## src/rtl/mdu.sv

```systemverilog
// rtl/mdu.sv - multi-cycle signed 8-bit multiply/divide unit
module mdu (
    input  logic              clk_i,
    input  logic              rst_i,
    input  logic              start_i,
    input  logic        [1:0] op_i,
    input  logic signed [7:0] rd_data_i,
    input  logic signed [7:0] rs_data_i,
    output logic              busy_o,
    output logic              done_o,
    output logic              wr_en_o,
    output logic signed [7:0] result_o,
    output logic              div_zero_o
);

    localparam int pico_N = 8;
    localparam int ITER   = pico_N;

    localparam logic [1:0] OP_MUL  = 2'b00;
    localparam logic [1:0] OP_MULH = 2'b01;
    localparam logic [1:0] OP_DIV  = 2'b10;

    typedef enum logic [1:0] {IDLE, RUN, DONE} state_t;

    state_t                  state, state_nxt;
    logic [1:0]              op_q;
    logic [pico_N-1:0]       a_mag, b_mag;
    logic                    a_neg, b_neg;
    logic [2:0]              cnt;
    logic [2*pico_N-1:0]     prod, prod_nxt, prod_s;
    logic [pico_N-1:0]       rem, rem_nxt, rem_s;
    logic [pico_N-1:0]       quo, quo_nxt, quo_s;
    logic [pico_N:0]         trial;
    logic                    b_zero;
    logic                    accept;
    logic                    last;
    logic [pico_N-1:0]       res_fin;
    logic                    dz_fin;

    // A new request is taken in IDLE and also in DONE (back-to-back issue).
    assign accept = start_i && ((state == IDLE) || (state == DONE));
    assign last   = (state == RUN) && (cnt == 3'(ITER - 1));
    assign busy_o = (state == RUN);
    assign b_zero = (b_mag == '0);

    // State register; reset aborts any operation in flight.
    always_ff @(posedge clk_i or posedge rst_i) begin
        if (rst_i) begin
            state <= IDLE;
        end else begin
            state <= state_nxt;
        end
    end

    // Next-state logic.
    always_comb begin
        state_nxt = state;
        case (state)
            IDLE:    if (start_i) state_nxt = RUN;
            RUN:     if (last)    state_nxt = DONE;
            DONE:    state_nxt = start_i ? RUN : IDLE;
            default: state_nxt = IDLE;
        endcase
    end

    // One shift-add step and one restoring-division step per cycle on the magnitudes.
    always_comb begin
        prod_nxt = prod + (b_mag[cnt] ? ({8'h00, a_mag} << cnt) : 16'h0000);
        trial    = {rem, a_mag[3'd7 - cnt]};
        rem_nxt  = trial[pico_N-1:0];
        quo_nxt  = {quo[pico_N-2:0], 1'b0};
        if (trial >= {1'b0, b_mag}) begin
            rem_nxt = 8'(trial - {1'b0, b_mag});
            quo_nxt = {quo[pico_N-2:0], 1'b1};
        end
    end

    // Sign correction of the final step; remainder follows the dividend's sign.
    always_comb begin
        prod_s  = (a_neg ^ b_neg) ? (16'h0000 - prod_nxt) : prod_nxt;
        quo_s   = (a_neg ^ b_neg) ? (8'h00 - quo_nxt) : quo_nxt;
        rem_s   = a_neg ? (8'h00 - rem_nxt) : rem_nxt;
        dz_fin  = op_q[1] && b_zero;
        case (op_q)
            OP_MUL:  res_fin = prod_s[pico_N-1:0];
            OP_MULH: res_fin = prod_s[2*pico_N-1:pico_N];
            OP_DIV:  res_fin = b_zero ? 8'hFF : quo_s;
            default: res_fin = rem_s;
        endcase
    end

    // Operand capture, iteration registers and registered result/strobes.
    always_ff @(posedge clk_i or posedge rst_i) begin
        if (rst_i) begin
            op_q       <= 2'b00;
            a_mag      <= '0;
            b_mag      <= '0;
            a_neg      <= 1'b0;
            b_neg      <= 1'b0;
            cnt        <= 3'd0;
            prod       <= '0;
            rem        <= '0;
            quo        <= '0;
            result_o   <= '0;
            done_o     <= 1'b0;
            wr_en_o    <= 1'b0;
            div_zero_o <= 1'b0;
        end else begin
            done_o     <= 1'b0;
            wr_en_o    <= 1'b0;
            div_zero_o <= 1'b0;
            if (accept) begin
                op_q  <= op_i;
                a_neg <= rd_data_i[7];
                b_neg <= rs_data_i[7];
                a_mag <= rd_data_i[7] ? 8'(8'h00 - rd_data_i) : rd_data_i;
                b_mag <= rs_data_i[7] ? 8'(8'h00 - rs_data_i) : rs_data_i;
                cnt   <= 3'd0;
                prod  <= '0;
                rem   <= '0;
                quo   <= '0;
            end else if (state == RUN) begin
                prod <= prod_nxt;
                rem  <= rem_nxt;
                quo  <= quo_nxt;
                cnt  <= cnt + 3'd1;
                if (last) begin
                    result_o   <= res_fin;
                    done_o     <= 1'b1;
                    wr_en_o    <= 1'b1;
                    div_zero_o <= dz_fin;
                end
            end
        end
    end

endmodule
```

## config.mk

```make
export PLATFORM = sky130hd
export DESIGN_NAME = mdu
export DESIGN_NICKNAME = d
export VERILOG_FILES = /design/src/rtl/mdu.sv
export SDC_FILE = /design/constraint.sdc
export NUM_CORES = 1
export LEC_CHECK = 0
export ABC_AREA = 1
export CAP_MARGIN = 20
export CELL_PAD_IN_SITES_DETAIL_PLACEMENT = 1
export CELL_PAD_IN_SITES_GLOBAL_PLACEMENT = 2
export CORE_ASPECT_RATIO = 0.7
export CORE_MARGIN = 2
export CORE_UTILIZATION = 34
export CTS_CLUSTER_DIAMETER = 200
export DETAILED_ROUTE_END_ITERATION = 10
export PLACE_DENSITY_LB_ADDON = 0.2
export SKIP_LAST_GASP = 1
export SLEW_MARGIN = 15
export SYNTH_ARGS = -nofsm -noshare
export SYNTH_HDL_FRONTEND = slang
export SYNTH_SLANG_ARGS = --single-unit
```

## constraint.sdc

```tcl
create_clock -name clk_i -period 4.8 [get_ports clk_i]
set_clock_uncertainty 0.2 [all_clocks]
set_input_delay 1.44 -clock clk_i [delete_from_list [all_inputs] [get_ports clk_i]]
set_output_delay 1.44 -clock clk_i [all_outputs]
set_load 0.005 [all_outputs]
```

==> impl_metrics.ini <==
[timing]
period_share_pct = 88.2
setup_violations = 0
final_max_slew_viol_count = 0
period_needed_ps = 4230
finalSetupTns_ps = 0
worstMarginPinSlew_ps = 763
relSlewSlack_pct = 49.0
timing.final.hold_violations = 0
rsz0062_at_grt = no
max_freq_mhz = 236

[floorplan]
rows = 39
dieArea_sq_um = 17900
core_sq_um = 16400
io_pins = 33
die_w_microns = 159
dieHeight_microns = 113
start_util_pct = 34.9

[synth]
yosysSeqAreaShare_pct = 28.9
synthArstFlopShare_pct = 100
netlist_instances = 892
ys_types = 46
yosys_warnings = 0
synthesis.area_per_instance_sq_um = 6.42
synth_ff_type = dfrtp_1
synth_nets = 945
synth-edff-count = 0
ys_seq_elements = 66
mappedNetlistArea_sq_um = 5720

[global_route]
grt_pass1_wl_microns = 33700
track_usage_pct = 23.9
grt_max_degree = 37
grt_pass1_vias = 6159
gr-total-overflow = 0
antenna_found_initial = 0

[drt]
firstDrtPassIters = 4
drc = 0
antenna_left = 0
wire_per_inst_microns = 17.6
vias = 5920
viasPerCell = 5.13
routed_wl_microns = 20300
drt_iter0_markers = 304

[worst_hold_path]
worstHoldEndpoint = b_mag[5]
hp-class = reg -> reg
min_path_cells = 2
timing.hold.worst.start = b_mag[5]

[run_status]
outcome = completed

[cells_and_area]
drive_gt1_share_pct = 8.08
syn_to_final_growth_pct = 16.0
n_antenna_cell = 0
fillers = 2160
multi_input_area_sq_um = 3480
nets = 976
regArea_sq_um = 1650

[clock_network]
clk_path_buf_depth = 2
cts-root-buf = clkbuf_16
cts_tree = done
htree_levels = 3
cts_buffers = 9
clock_sinks = 66
clock_latency_ps = 340
path_clk_slew_ps = 60
cts.hold.buffers_added = 0

[flow_run]
cap_violations = 0

[setup_path]
reg2reg_setup_slack_ps = 570
required_ps = 4870
reg2reg_depth = 24
r2r_start = cnt[0]
end_kind = flop
r2r_end = result_o[4]
start_kind = flop
path_max_fanout = 15
arrival_ps = 4300
worstSetupPathType = reg -> reg

[placement]
port_buffers = 32
gp_congestion = 0.891
dp_hpwl_microns = 16200
==> what timing repair did <==
action | CTS | global route
buffers inserted | 0 | 2
gates resized for setup | 0 | 3
endpoints found under the setup margin | 0 | 8
==> cells in the final DEF (no fill, tap or decap), types with 15 or more instances in the layout <==
master	synthesis	final
nand2_1	281	281
inv_1	121	119
nand3_1	82	82
o21ai_0	67	67
nor2_1	65	65
dfrtp_1	66	64
clkdlybuf4s50_1	0	32
a21oi_1	31	31
ha_1	30	30
nand2_2	16	16
nor3_1	15	15
==> per-layer routing <==
metal	track usage [%]	share of wire, %	vias up
met5	0	0	-
met4	3.52	0.59	0
met3	4.43	4.0	12
met2	36.4	43	93
met1	35.7	52	2872
li1	-	-	2943
==> area by class of cell <==
cell class,count,share of cell area (%)
Multi-Input combinational cell,678,52.5
Sequential cell,66,24.9
Inverter,125,7.16
Timing Repair Buffer,43,6.37
Tap cell,225,4.24
Clock buffer,12,3.71
Clock inverter,4,1.13
==> worst max-delay path: stages (launching register included) <==
cell and delay, ps:
dfrtp_2 530, inv_2 170, a21oi_1 160, o21ai_0 100, nand2_1 70, nand2_1 120
nor3_1 210, ha_1 260, inv_1 70, fa_1 390, inv_1 130, nand2_1 110
nand2_1 100, nand3_1 160, nand2_2 190, nand2_1 100, nand3_1 90, nand2_1 160
o21ai_0 270, nand2_1 120, nand2_1 70, nand2_1 60, o21ai_1 170, nor2_1 70
a21oi_2 100
==> registers in the layout, indices dropped and copies added, names as in the netlist <==
name and cells:
result_o 8, b_mag 8, wr_en_o 1, a_neg 1, b_neg 1, prod 16, rem 8, quo 7
op_q 2, state 2, a_mag 8, div_zero_o 1, cnt 3
==> Yosys cell counts, drive strengths merged (3+ instances only) <==
master | count | area [sq um]
or2 | 4 | 25.0
dfrtp | 66 | 1650
xnor2 | 4 | 35.0
nor3 | 15 | 75.1
nand3 | 87 | 460
a21oi | 33 | 173
ha | 30 | 375
nand3b | 3 | 22.5
clkbuf | 15 | 56.3
nand2 | 303 | 1220
buf | 8 | 62.6
nor2 | 68 | 263
inv | 124 | 468
o21ai | 78 | 417
xor2 | 11 | 96.3
nand4 | 8 | 50.1
o22ai | 13 | 81.3
==> how the worst max path moves through the flow <==
stage	start	endpoint	depth (start not counted)
after floorplan	cnt[1]	result_o[4]	24
after global placement	cnt[1]	result_o[3]	24
after detailed placement	cnt[1]	result_o[4]	26
after CTS	cnt[1]	result_o[4]	26
after global routing	cnt[0]	result_o[7]	27
final	cnt[0]	result_o[4]	24
==> cell families after synthesis <==
group                      synth area share, %
AOI/OAI and AO/OA                         13.6
xor gates and xnor gates                  2.29
adders and majority gates                 7.26
buffers and inverters                     10.3
DFF                                       28.9
muxes                                    0.175
and+or+nand+nor                           37.6
==> metrics by stage <==
step	hold slack, ps	setup WS, ps	area (sq um)	instances	utilization, %
final	299	567	6640	1153	40.5
after detailed placement	283	443	6270	1134	38.2
after floorplan	253	1380	5720	892	-
after global routing	332	64.9	6640	1153	40.5
after CTS	301	388	6590	1150	40.2
after global placement	271	609	6270	1134	38.2
Power is left out: the tool's default activity adds up to more than one toggle a clock period on the data nets, which glitch-free logic cannot reach.
==> edit (same settings) <==
Re-encode `state_t` (3 states) as one-hot, 3 bits wide.
--- a/src/rtl/mdu.sv
+++ b/src/rtl/mdu.sv
@@ -22,3 +22,3 @@
 
-    typedef enum logic [1:0] {IDLE, RUN, DONE} state_t;
+    typedef enum logic [2:0] {IDLE = 3'b001, RUN = 3'b010, DONE = 3'b100} state_t;
 
Check against the original RTL: same outputs for any inputs over 4 cycles, from zero or initial values and one cycle with rst_i high; so few cycles prove little.
==> edit against the unedited design <==
Sequential cell count up 1; design area down 0.57%; wire length down 3.9%; synthesized cell count down 1.0%; worst setup slack worse by 0.14 ns; sequential share of layout area up 0.54 points; core utilization down 0.35 points; maximum frequency down 3.3%; synthesized area up 0.61%; count of clock-buffer cells in the layout down 3; critical path type unchanged; critical endpoint is now result_o[7]; largest cell class unchanged.
==> edit: results (changes against the unedited design) <==
[global_routing]
grtUsageTotal_pct = 22.7  ; was 23.9%
met1_usage_pct = 33.3  ; was 35.7%
met2_usage_pct = 34.8  ; was 36.4%
grt_pass1_wl_mm = 32.2  ; was 33.7 mm
grt_max_degree = 42  ; was 37
grt_pass1_vias = 6102  ; was 6,159
met3_usage_pct = 3.92  ; was 4.43%

[final_layout]
top_register = prod  ; unchanged
n_all_buffers = 37  ; was 43
layout.nonclk_buf_share_pct = 5.73  ; was 6.37%
inverters_excl_clock = 130  ; was 125
fin_area_sq_um = 6600  ; was 6640 sq um
largest_reg_flops = 16  ; unchanged
nets = 961  ; was 976
drive_above_1_share_pct = 9.09  ; was 8.08%
regArea_sq_um = 1680  ; was 1650 sq um
multi_input_area_sq_um = 3480  ; about the same
clockNetworkAreaShare_pct = 4.45  ; was 4.84%
fill_cells = 2159  ; was 2,160
multi_input_cells = 663  ; was 678

[routing]
routedWlPerCell_um = 17.2  ; was 17.6 um
first_pass_iters = 7  ; was 4
dr.first_iter.drc_count = 334  ; was 304
routed-via-count = 5846  ; was 5,920
met2RoutedLength_mm = 8.25  ; was 8.76 mm
totalWireLength_mm = 19.5  ; was 20.3 mm
wl_met3_um = 735  ; was 820 um
m1WireLength_mm = 10.3  ; was 10.6 mm

[worst_setup_path]
slowest_stage = nor3b_1  ; was dfrtp_2
worstPathArrival_ns = 4.41  ; was 4.30 ns
crit_family = simple AND/OR/NAND/NOR gates  ; unchanged
slowest_delay_ns = 0.60  ; was 0.53 ns

[placed_design]
placed_cell_area_sq_um = 6290  ; was 6270 sq um
finalWeightedCongestion = 0.852  ; was 0.891
pre_cts_slack_ns = 0.337  ; was 0.443 ns
numPlacedInstances = 1121  ; was 1,134
place_hpwl_mm = 15.5  ; was 16.2 mm

[outcome]
status = completed  ; unchanged

[pwr]
peakVddDrop_mv = 0.290

[synthesis]
ys_ff_latch = 67  ; was 66
mappedNetlistArea_sq_um = 5760  ; was 5720 sq um
synth_xor_area_share_pct = 2.43  ; was 2.30%
synth.yosys.seq_area_share_pct = 29.1  ; was 28.9%
synth_top_family_by_area = simple AND/OR/NAND/NOR gates  ; unchanged
synth-compound-area-share_pct = 12.0  ; was 13.6%
synth_common_cells = 265 x nand2_1, 124 x inv_1, 82 x nand3_1, 66 x dfrtp_1, 66 x o21ai_0  ; was 281 x nand2_1, 121 x inv_1, 82 x nand3_1, 67 x o21ai_0, 66 x dfrtp_1
synth_nets = 936  ; was 945
ys_top_cells_by_area = dfrtp_1 29%, nand2_1 17%, inv_1 8.1%  ; was dfrtp_1 29%, nand2_1 18%, inv_1 7.9%
synthMuxAreaShare_pct = 0.174  ; was 0.175%
syn_avg_cell_area_sq_um = 6.52  ; was 6.42 sq um
yosys.area_share.adder_pct = 7.21  ; was 7.26%

[clocking]
clk_pin_slew_ns = 0.06  ; about the same
cts_setup_buffers = 0  ; unchanged
root_buffer = clkbuf_16  ; unchanged
clk_latency_ns = 0.35
cts_resized = 0  ; unchanged

[sta]
tightest_slew_ns = 0.890  ; was 0.763 ns

## edit: power by group through the flow
| stage | sequential, W | clock (W) | combinational, W |
|---|---|---|---|
| 2_1_floorplan | 0.000793 | 0 | 0.00240 |
| 3_3_place_gp | 0.000871 | 0 | 0.00299 |
| 3_5_place_dp | 0.000880 | 0 | 0.00310 |
| 4_1_cts | 0.000872 | 0.000681 | 0.00312 |
| 5_1_grt | 0.000900 | 0.000704 | 0.00357 |
| 6_report | 0.000875 | 0.000671 | 0.00314 |
## edit: path summary, 6_finish.rpt
path	startpoint	to	slack, ns	cells after the start
max reg2reg	cnt[0]	result_o[7]	0.42	23
max	cnt[0]	result_o[7]	0.42	23
min	result_o[3]	result_o[3]	0.29	2
min reg2reg	result_o[3]	result_o[3]	0.29	2
min in group asynchronous	rst_i	cnt[2]	1.32	2
max in group asynchronous	rst_i	state[0]	2.36	3
